`config.mk`:
```
export PLATFORM = sky130hd
export DESIGN_NAME = mod_share_arbiter
export DESIGN_NICKNAME = d
export VERILOG_FILES = /design/src/rtl/mod_share_arbiter.sv
export SDC_FILE = /design/constraint.sdc
export NUM_CORES = 1
export LEC_CHECK = 0
export CAP_MARGIN = 20
export CORE_MARGIN = 4
export CORE_UTILIZATION = 55
export CTS_BUF_LIST = sky130_fd_sc_hd__clkbuf_16
export DETAILED_ROUTE_END_ITERATION = 8
export DONT_BUFFER_PORTS = 1
export GPL_ROUTABILITY_DRIVEN = 0
export PLACE_DENSITY = 0.78
export SYNTH_ARGS = -nofsm -noshare
export SYNTH_HDL_FRONTEND = slang
export SYNTH_SLANG_ARGS = --single-unit
```
`constraint.sdc`:
```
create_clock -name clk -period 6.3 [get_ports clk]
set_input_delay 0.63 -clock clk [delete_from_list [all_inputs] [get_ports clk]]
set_output_delay 0.63 -clock clk [all_outputs]
set_load 0.02 [all_outputs]
```
`src/rtl/mod_share_arbiter.sv`:
```
// Round-robin sequencer that shares one mod-509 reduction unit among N_REQ lane requesters.
// Define MOD_ARB_TIMEOUT_EN to abandon a WAIT after TIMEOUT cycles with an error response.
module mod_share_arbiter #(
    parameter int N_REQ   = 4,
    parameter int DW      = 18,
    parameter int RW      = 9,
    parameter int TIMEOUT = 64
) (
    input  logic                       clk,
    input  logic                       rst,
    input  logic [N_REQ-1:0]           req_valid,
    input  logic [N_REQ*DW-1:0]        req_data,
    output logic [N_REQ-1:0]           req_ready,
    output logic                       mod_rdy,
    output logic [DW-1:0]              mod_dividend,
    input  logic [RW-1:0]              mod_remainder,
    input  logic                       mod_out_valid,
    output logic                       rsp_valid,
    input  logic                       rsp_ready,
    output logic [RW-1:0]              rsp_data,
    output logic [$clog2(N_REQ)-1:0]   rsp_tag,
    output logic                       rsp_err,
    output logic                       busy
);

    localparam int TW = $clog2(N_REQ);

    typedef enum logic [1:0] {
        IDLE  = 2'd0,
        ISSUE = 2'd1,
        WAIT  = 2'd2,
        RESP  = 2'd3
    } state_t;

    state_t              state_q;
    logic [TW-1:0]       ptr_q;
    logic [TW-1:0]       ptr_d;
    logic [DW-1:0]       div_q;
    logic [TW-1:0]       tag_q;
    logic                mod_rdy_q;
    logic                rsp_valid_q;
    logic [RW-1:0]       rsp_data_q;
    logic [TW-1:0]       rsp_tag_q;
    logic                busy_q;

`ifdef MOD_ARB_TIMEOUT_EN
    localparam int CW = $clog2(TIMEOUT + 1);
    logic [CW-1:0]       cnt_q;
    logic                rsp_err_q;
`endif

    logic [2*N_REQ-1:0]  dbl_req;
    logic [N_REQ-1:0]    rot_req;
    logic                grant_any;
    logic [TW-1:0]       grant_off;
    logic [TW:0]         grant_sum;
    logic [TW-1:0]       grant_idx;
    logic [DW-1:0]       grant_data;

    // Rotate the request vector so bit 0 is the lane at the pointer; the lowest set bit wins.
    always_comb begin
        dbl_req   = {req_valid, req_valid} >> ptr_q;
        rot_req   = dbl_req[N_REQ-1:0];
        grant_any = |rot_req;
        grant_off = '0;
        for (int j = N_REQ - 1; j >= 0; j--) begin
            if (rot_req[j]) begin
                grant_off = TW'(j);
            end
        end
        grant_sum = {1'b0, ptr_q} + {1'b0, grant_off};
        if (grant_sum >= (TW+1)'(N_REQ)) begin
            grant_idx = TW'(grant_sum - (TW+1)'(N_REQ));
        end else begin
            grant_idx = TW'(grant_sum);
        end
        grant_data = '0;
        for (int i = 0; i < N_REQ; i++) begin
            if (grant_idx == TW'(i)) begin
                grant_data = req_data[i*DW +: DW];
            end
        end
    end

    always_comb begin
        req_ready = '0;
        if ((state_q == IDLE) && grant_any && !rst) begin
            for (int i = 0; i < N_REQ; i++) begin
                req_ready[i] = (grant_idx == TW'(i));
            end
        end
    end

    assign ptr_d = (tag_q == TW'(N_REQ - 1)) ? '0 : tag_q + TW'(1);

    always_ff @(posedge clk or posedge rst) begin
        if (rst) begin
            state_q     <= IDLE;
            ptr_q       <= '0;
            div_q       <= '0;
            tag_q       <= '0;
            mod_rdy_q   <= 1'b0;
            rsp_valid_q <= 1'b0;
            rsp_data_q  <= '0;
            rsp_tag_q   <= '0;
            busy_q      <= 1'b0;
`ifdef MOD_ARB_TIMEOUT_EN
            cnt_q       <= '0;
            rsp_err_q   <= 1'b0;
`endif
        end else begin
            mod_rdy_q <= 1'b0;
            case (state_q)
                IDLE: begin
                    if (grant_any) begin
                        div_q     <= grant_data;
                        tag_q     <= grant_idx;
                        mod_rdy_q <= 1'b1;
                        busy_q    <= 1'b1;
                        state_q   <= ISSUE;
                    end
                end
                ISSUE: begin
`ifdef MOD_ARB_TIMEOUT_EN
                    cnt_q   <= '0;
`endif
                    state_q <= WAIT;
                end
                WAIT: begin
                    if (mod_out_valid) begin
                        rsp_data_q  <= mod_remainder;
                        rsp_tag_q   <= tag_q;
                        rsp_valid_q <= 1'b1;
                        state_q     <= RESP;
                    end
`ifdef MOD_ARB_TIMEOUT_EN
                    // This is the TIMEOUT-th WAIT cycle without a result.
                    else if (cnt_q == CW'(TIMEOUT - 1)) begin
                        rsp_data_q  <= '0;
                        rsp_tag_q   <= tag_q;
                        rsp_valid_q <= 1'b1;
                        rsp_err_q   <= 1'b1;
                        state_q     <= RESP;
                    end else begin
                        cnt_q <= cnt_q + CW'(1);
                    end
`endif
                end
                RESP: begin
                    if (rsp_ready) begin
                        rsp_valid_q <= 1'b0;
`ifdef MOD_ARB_TIMEOUT_EN
                        rsp_err_q   <= 1'b0;
`endif
                        ptr_q       <= ptr_d;
                        busy_q      <= 1'b0;
                        state_q     <= IDLE;
                    end
                end
                default: begin
                    busy_q  <= 1'b0;
                    state_q <= IDLE;
                end
            endcase
        end
    end

    assign mod_rdy      = mod_rdy_q;
    assign mod_dividend = div_q;
    assign rsp_valid    = rsp_valid_q;
    assign rsp_data     = rsp_data_q;
    assign rsp_tag      = rsp_tag_q;
    assign busy         = busy_q;
`ifdef MOD_ARB_TIMEOUT_EN
    assign rsp_err      = rsp_err_q;
`else
    assign rsp_err      = 1'b0;
`endif

endmodule
```
## After elaboration in Yosys (flattened, before gate mapping)

Cells that the tools add are included.

- $add $sub $neg: 3
- Magnitude comparators: 1
- Eq/ne operators: 10
- Shift operators: 1
- Muxes and demuxes: 22
- Reductions and logical operators: 14

Operators by type and width:

| kind | number |
|---|---|
| 18-bit two-way mux | 4 |
| 2-bit two-way mux | 9 |
| 2-bit equality test (second input constant) | 5 |
| 3-bit AND reduction | 3 |
| 2-bit one-hot mux with 4 select lines | 1 |
| 8-bit by 2-bit >> shifter with 4-bit output | 1 |
| 2-bit inequality test (second input constant) | 3 |
| 2-bit AND reduction | 3 |
| 1-bit two-way mux | 5 |
| 2-bit by 1-bit equality test with 1-bit output (second input constant) | 2 |
| 2-bit logical NOT | 2 |
| 4-bit two-way mux | 1 |
| 1-bit one-hot mux with 2 select lines | 2 |
| 2-bit nonzero test | 2 |
| 4-bit OR reduction | 1 |
| 2-bit by 2-bit adder with 3-bit output | 1 |
| 3-bit >= comparator (second input constant) | 1 |
| 2-bit by 1-bit adder with 2-bit output (second input constant) | 1 |
| 1-bit logical AND | 2 |
| 2-bit by 1-bit subtractor with 2-bit output (second input constant) | 1 |
| 1-bit logical NOT | 1 |

- Flip-flop bits (word level): 38
- Input port bits: 89
- Output and inout port bits: 37

## Logic depth before layout (Yosys ltp)

Gate-level depths: netlist of the first run.

- Depth in word-level cells: 13
- Gate-level depth with buffers: 12

## Least setup slack after synthesis of the first run

OpenSTA, ideal clock, no wires.

- Kind: input port to output port
- From: in req_valid[0]
- To: out req_ready[0]
- Arrival: 2.506 ns
- Required time: 5.670 ns
- Path slack: 3.164 ns
- Stages: 7
- Path buffers: 1
- Cell sequence: buf_6 > or4_1 > o2111ai_1 > ha_1 > xor2_2 > xnor2_1 > nor4_2

- Longest elaborated chain between the ends: 10
- Elaborated cells on any way between the ends: 14

RTL lines:

| what | line | source |
|---|---|---|
| start: declaration | 11 | `input logic [N_REQ-1:0] req_valid,` |
| 8-bit by 2-bit >> shifter with 4-bit output (*) | 62 | `dbl_req = {req_valid, req_valid} >> ptr_q;` |
| 2-bit two-way mux (4 in a row) | 67 | `if (rot_req[j]) begin` |
| 2-bit by 2-bit adder with 3-bit output | 71 | `grant_sum = {1'b0, ptr_q} + {1'b0, grant_off};` |
| 3-bit >= comparator / 2-bit by 1-bit subtractor with 2-bit output (equally long branches) | 72, 73 |  |
| 2-bit two-way mux | 72 | `if (grant_sum >= (TW+1)'(N_REQ)) begin` |
| 2-bit logical NOT | 89 | `req_ready[i] = (grant_idx == TW'(i));` |
| 4-bit two-way mux (*) | 87 | `if ((state_q == IDLE) && grant_any && !rst) begin` |
| end: declaration | 13 | `output logic [N_REQ-1:0] req_ready,` |

Mark *: on every way between the ends. The rest lies on a longest branch, timed or not.

## Worst setup path in the final report of the first run

- From: reg ptr_q[0]
- To: out req_ready[0]

- Longest elaborated chain between the ends: 10
- Elaborated cells on any way between the ends: 14

RTL lines:

| what | line | source |
|---|---|---|
| start: declaration | 36 | `logic [TW-1:0] ptr_q;` |
| start signal: assignment | 155 | `ptr_q <= ptr_d;` |
| 8-bit by 2-bit >> shifter with 4-bit output | 62 |  |
| 2-bit two-way mux (4 in a row) | 67 |  |
| 2-bit by 2-bit adder with 3-bit output | 71 |  |
| 3-bit >= comparator / 2-bit by 1-bit subtractor with 2-bit output (equally long branches) | 72, 73 |  |
| 2-bit two-way mux | 72 |  |
| 2-bit logical NOT | 89 |  |
| 4-bit two-way mux (*) | 87 |  |

Marks and branches as above.

==> results of run 1 <==
==> power breakdown <==
| part | switching (W) | total (W) | internal [W] |
|---|---|---|---|
| Clock | 0.000102 | 0.000330 | 0.000228 |
| Combinational | 0.000641 | 0.00107 | 0.000433 |
| Sequential | 0.000230 | 0.000598 | 0.000367 |
| Total | 0.000973 | 0.00200 | 0.00103 |
==> worst paths after layout <==
kind,to,slack (ps),depth (start not counted)
max,req_ready[0],2420,6
max in group asynchronous,mod_dividend[13],5570,2
min,rsp_data[8],370,2
max reg2reg,mod_dividend[7],3460,7
min reg2reg,ptr_q[0],540,1
min in group clk,rsp_data[3],500,1
==> synth_stat cells, drive strengths merged, types with 2 or more instances <==
cell type and n:
buf 26, nand2 27, mux2i 72, nor4 3
o21ai 7, o32ai 2, xnor2 3, dfrtp 38
ha 6, nand2b 3, mux2 12, nor3 73
inv 6, a21oi 3, nor2 13, nand3 19
clkbuf 6
==> kinds of logic (layout without fill, tap and decap cells) <==
kind of cell / after synthesis / in the layout
flops: 38 / 38
fa+ha+maj: 6 / 6
xor+xnor: 4 / 4
compound gates: 17 / 17
other cells: 1 / 1
simple gates: 141 / 141
mux: 84 / 84
buf+inv: 38 / 17
==> sequential cells by signal (all words and copies together) (netlist names) <==
name / cells
mod_dividend: 18
rsp_data: 9
ptr_q: 2
rsp_tag: 2
state_q: 2
tag_q: 2
busy: 1
mod_rdy: 1
rsp_valid: 1
==> worst max-delay path: cells and delay by family, from the launching register on <==
family / cells / cell delay [ps]
AO/OA/AOI/OAI: 1 / 110
adder cells (fa/ha/maj): 1 / 330
XOR/XNOR: 2 / 960
AND/OR/NAND/NOR: 2 / 1040
flip-flops: 1 / 510
==> stage by stage <==
step / area, um^2 / instances
2_1_floorplan: 3000 / 329
3_3_place_gp: 2930 / 369
3_5_place_dp: 2930 / 369
4_1_cts: 3130 / 377
5_1_grt: 3150 / 378
6_report: 3150 / 378
==> final cells by class <==
cell class / count / area (um^2) / area share, %
clock inverter: 3 / 68.8 / 2.19
sequential: 38 / 951 / 30.2
multi-input combinational: 253 / 1860 / 59.0
timing repair buffer: 3 / 35.0 / 1.11
clock buffer: 5 / 125 / 3.97
tap: 70 / 87.6 / 2.78
inverter: 6 / 22.5 / 0.715
==> layer usage <==
metal	track usage [%]	vias up	part of all wire, %
li1	-	1131	-
met1	23.8	1082	41
met2	33.9	80	52
met3	3.84	4	6.3
met4	6.15	0	0.61
met5	0	-	0
==> results.md, run 1 <==
- Clock root buffer: clkbuf_16
- Fill cell count: around 460
- Dpl ws: roughly 2600 ps
- Asr flop ratio synth: 100%
- Util after Layout: about 60%
- Top post-synthesis cells by area: dfrtp_1, mux2i_1, nor3_1, mux2_2, nand2_1
- Post-CTS Setup Repair Bufs: 0
- Critical path origin: ptr_q[0]
- Die width: 81.8 um
- Critical R2R Launch: ptr_q[0]
- Crit end category: primary output
- Max-Cap Viols: 0
- Vias in the first global route: between 2000 and 2500
- Num ports: between 100 and 150
- Adder-cell share of the synthesized area: about 2.5%
- Antenna violations before repair: 0
- Clock skew: ~2.9 ps
- Worst vdd ir: 0.340 mV
- Fin crit share: 61.7%
- Post-synthesis instance total: 329
- Critical Path RT: approximately 5700 ps
- Drt total wl: 6590 um
- Commonest non-fill, non-tap cell in the layout: nor3_1
- DRC viols: 0
- TritonCTS clock tree: yes
- Post-cts repair resize count: 0
- Setup CP Type: flip-flop to primary output
- Core area: 5200 um^2
- Final slew viol count: 0
- FP Rows: 26
- Synthesis-to-finish area growth: 4.96%
- Vias per std cell: approximately 6.1
- IO buf count: 0
- Most used flip-flop cell after synthesis: dfrtp_1
- Sink Count: 38
- Leak pwr: between 1 and 1.5 nW
- Gr usage total: between 10% and 20%
- Fin crit period: ~3900 ps
- Mean Syn Cell Area: just over 9 um^2
- RSZ-0062 raised after global routing: no
- Sequential-to-total area share from yosys stat: about a third
- Clk slew on worst S/H paths: about 60 ps
- Pwr dens: about 640 nW/um^2
- Register bit total from synthesis: 38
- Commonest cells after routing, fill and taps aside: nor3_1, mux2i_1, dfrtp_1
- Yosys top cell area share: a little under a third
- H-tree depth: 2
- Largest family of logic cells by synthesized area: multiplexers
- Hold WS: approximately 370 ps
- Starting Density: 57.6%
- Synthesized area: 3000 um^2
- Clock tree buffer depth: 2
- Setup-failing EPs final: 0
- Final Hold Fails: 0
- Post-synth EDFFs: 0
- Initial drt markers: 75
- Multiplexer share of the synthesized area: around 29%
- Worst slew pin tran: a little over 1000 ps
- Antenna Nets Post-Route: 0
- Avg WL per Cell: 17.4 um
- CP Cell Sequence: or4_1, o2111ai_1, ha_2, xor2_4, xnor2_1, nor4_2
- Total gr overflow: 0
- Rel. slew slack: 32.3%
- Worst min path class: input port to async pin
- Die area: approximately 6700 um^2
- DP Wirelength: about 4600 um
- Crit path arrival time: 3250 ps
- Post-synthesis compound-gate area fraction: ~3.9%
- Largest stage delay, worst path: around 760 ps
- Tot Pwr: about 0.0020 W
- First-pass GRT wire length: 10200 um
- Simple-Gate Fraction of Synth Area: roughly a quarter
- Library cells used by synthesis: 37
- Critical-path cell with the highest stage delay: xor2_4
- # diodes: 0
- Hold_buf cts: 0
- Syn_nets: about 420
- CP max FO: 37
- Die H: approximately 82 um
- XOR/XNOR Fraction of Synth Area: 2.29%
- Peak Freq: 0.257 GHz
- Share of layout cells above drive strength 1: a little under an eighth
- Largest net degree at the start of global routing: slightly below 100
- Worst Setup Slack, final: 2420 ps
- Area leader, netlist: dfrtp_1
- Outcome: finished, final reports clean
- TritonCTS Buffers: 5
- Setup total negative slack: 0 ps
- Worst skew pair latency: between 200 and 300 ps
- Nets: approximately 400
- DR vias: ~2300
- Synth warn: 0
- Pre-Repair DR Iteration Count: 4
- Worst setup SP type: flip-flop
(Power assumes the default switching activity.)
==> inputs of run 2 (changes only) <==
--- a/config.mk
+++ b/config.mk
@@ -12,7 +12,7 @@
 export DETAILED_ROUTE_END_ITERATION = 8
 export DONT_BUFFER_PORTS = 1
 export GPL_ROUTABILITY_DRIVEN = 0
-export PLACE_DENSITY = 0.78
+export PLACE_DENSITY = 0.81
 export SYNTH_ARGS = -nofsm -noshare
 export SYNTH_HDL_FRONTEND = slang
 export SYNTH_SLANG_ARGS = --single-unit
==> constraint.sdc (replaced) <==
create_clock -name clk -period 3.1 [get_ports clk]
set_input_delay 0.31 -clock clk [delete_from_list [all_inputs] [get_ports clk]]
set_output_delay 0.31 -clock clk [all_outputs]
set_load 0.02 [all_outputs]
==> run 2 against run 1 <==
Combinational power grew 110%. Count of clock-buffer cells in the layout stayed put. Sequential share of layout area shrank 0.14 points. Clock power increased by 48%. Register-to-register slack worse by 2900 ps. Global-route usage up 0.81 points. Cell area is 0.48% higher. Routed wire length up 3.1%. Sequential power increased by 100%. Critical path type unchanged. Critical endpoint is now req_ready[3].
==> results.md, run 2 (same netlist as run 1, synthesis figures left out) <==
- Initial drt markers: between 90 and 100
- Outcome: finished, final reports clean
- Worst setup SP type: flip-flop
- Pwr dens: between 1000 and 1500 nW/um^2
- Starting Density: slightly below 60%
- Gr usage total: 20.2%
- FF-to-FF End: mod_dividend[16]
- Clk slew on worst S/H paths: about 60 ps
- DP Wirelength: slightly above 5000 um
- IO buf count: 0
- Clock tree buffer depth: 2
- Vias per std cell: 6.03
- Nets: 411
- Core area: ~5200 um^2
- Num ports: roughly 130
- Post-CTS Setup Repair Bufs: 0
- Leak pwr: roughly 1.5 nW
- Final slew viol count: 0
- M3 GR Usage: roughly 4.6%
- Commonest non-fill, non-tap cell in the layout: nor3_1
- Die width: ~80 um
- FP Rows: 26
- Antenna violations before repair: 0
- Avg WL per Cell: approximately 18 um
- Worst Setup Slack, final: between 200 and 300 ps
- Clock skew: around 2.6 ps
- Largest net degree at the start of global routing: 62
- TritonCTS Buffers: 5
- Crit end category: primary output
- Setup-failing EPs final: 0
- Commonest cells after routing, fill and taps aside: nor3_1, mux2i_1, dfrtp_1
- Antenna Nets Post-Route: 0
- Sink Count: 38
- Dpl ws: 538 ps
- Drt total wl: 6800 um
- Crit path arrival time: around 2500 ps
- RSZ-0062 raised after global routing: no
- Synthesis-to-finish area growth: 5.47%
- Critical R2R Launch: ptr_q[0]
- Total gr overflow: 0
- DR vias: approximately 2300
- Worst slew pin tran: 607 ps
- Clock root buffer: clkbuf_16
- R2R setup slack: around 560 ps
- Peak Freq: around 0.35 GHz
- Critical Path RT: between 2000 and 3000 ps
- CP max FO: 16
- GR Util met1: between 20% and 30%
- Max-Cap Viols: 0
- TritonCTS clock tree: yes
- Met2 usage: 33.8%
- DRC viols: 0
- First-pass GRT wire length: about 10000 um
- Share of layout cells above drive strength 1: 13.6%
- Reg2Reg Depth: 8
- Max reg flops: 18
- Pre-Repair DR Iteration Count: 4
- Worst vdd ir: 0.689 mV
- Fin crit share: ~91%
- Post-cts repair resize count: 0
- GRT Max-Usage Layer: met2
- Worst skew pair latency: 270 ps
- Fill cell count: 456
- Rel. slew slack: approximately 60%
- Die area: roughly 6700 um^2
- Fin crit period: 2820 ps
- Hold_buf cts: 0
- Setup total negative slack: 0 ps
- Setup CP Type: flip-flop to primary output
- H-tree depth: 2
- # diodes: 0
- Vias in the first global route: around 2200
- Final Hold Fails: 0
- Die H: just over 80 um
- Worst min path class: input port to async pin
## run 2: area by class of cell
| cell class | count | area [um^2] | share of cell area (%) |
|---|---|---|---|
| Clock inverter | 3 | 16.3 | 0.514 |
| Timing Repair Buffer | 12 | 103 | 3.24 |
| Multi-Input combinational cell | 253 | 1860 | 58.7 |
| Sequential cell | 38 | 951 | 30.1 |
| Clock buffer | 5 | 125 | 3.96 |
| Tap cell | 70 | 87.6 | 2.77 |
| Inverter | 6 | 22.5 | 0.712 |
## run 2: worst max-delay path by stage
| stage | slack [ps] | startpoint | to | depth (start not counted) |
|---|---|---|---|---|
| floorplan | 480 | ptr_q[0] | req_ready[0] | 7 |
| CTS | 250 | ptr_q[0] | req_ready[3] | 6 |
| global route | 90 | ptr_q[0] | req_ready[2] | 8 |
| detailed placement | 540 | ptr_q[0] | mod_dividend[14] | 8 |
| finish | 280 | ptr_q[0] | req_ready[3] | 6 |
| global placement | 590 | ptr_q[0] | req_ready[3] | 6 |
## run 2: critical path, stage by stage (launching register included)
cell       delay (ps)
dfrtp_1           500
or4_1             560
o2111ai_1          90
ha_2              310
xnor2_4           250
xnor2_2           150
nor2_1            360
## run 2: stage by stage
stage	hold WS [ps]	std cells	utilization, %	cell area, um^2	power, W
after floorplan	460	329	-	3000	0.00311
after global placement	375	379	58.1	3020	0.00342
after detailed placement	383	379	58.1	3020	0.00352
after CTS	90.1	387	60.8	3160	0.00402
after global routing	118	387	60.8	3160	0.00429
final	81.2	387	60.8	3160	0.00398
## run 2: per-layer routing
metal / vias to the layer above / routed length [um]
li1: 1157 / -
met1: 1087 / 2740
met2: 76 / 3530
met3: 12 / 401
met4: 0 / 127
met5: - / 0
## run 2: report_power, final
| group | total, W | switching, W | internal (W) | leakage [nW] |
|---|---|---|---|---|
| clock | 0.000488 | 0.000195 | 0.000293 | 0.0672 |
| sequential | 0.00122 | 0.000473 | 0.000747 | 0.460 |
| combinational | 0.00227 | 0.00132 | 0.000950 | 0.989 |
| total | 0.00398 | 0.00199 | 0.00199 | 1.52 |
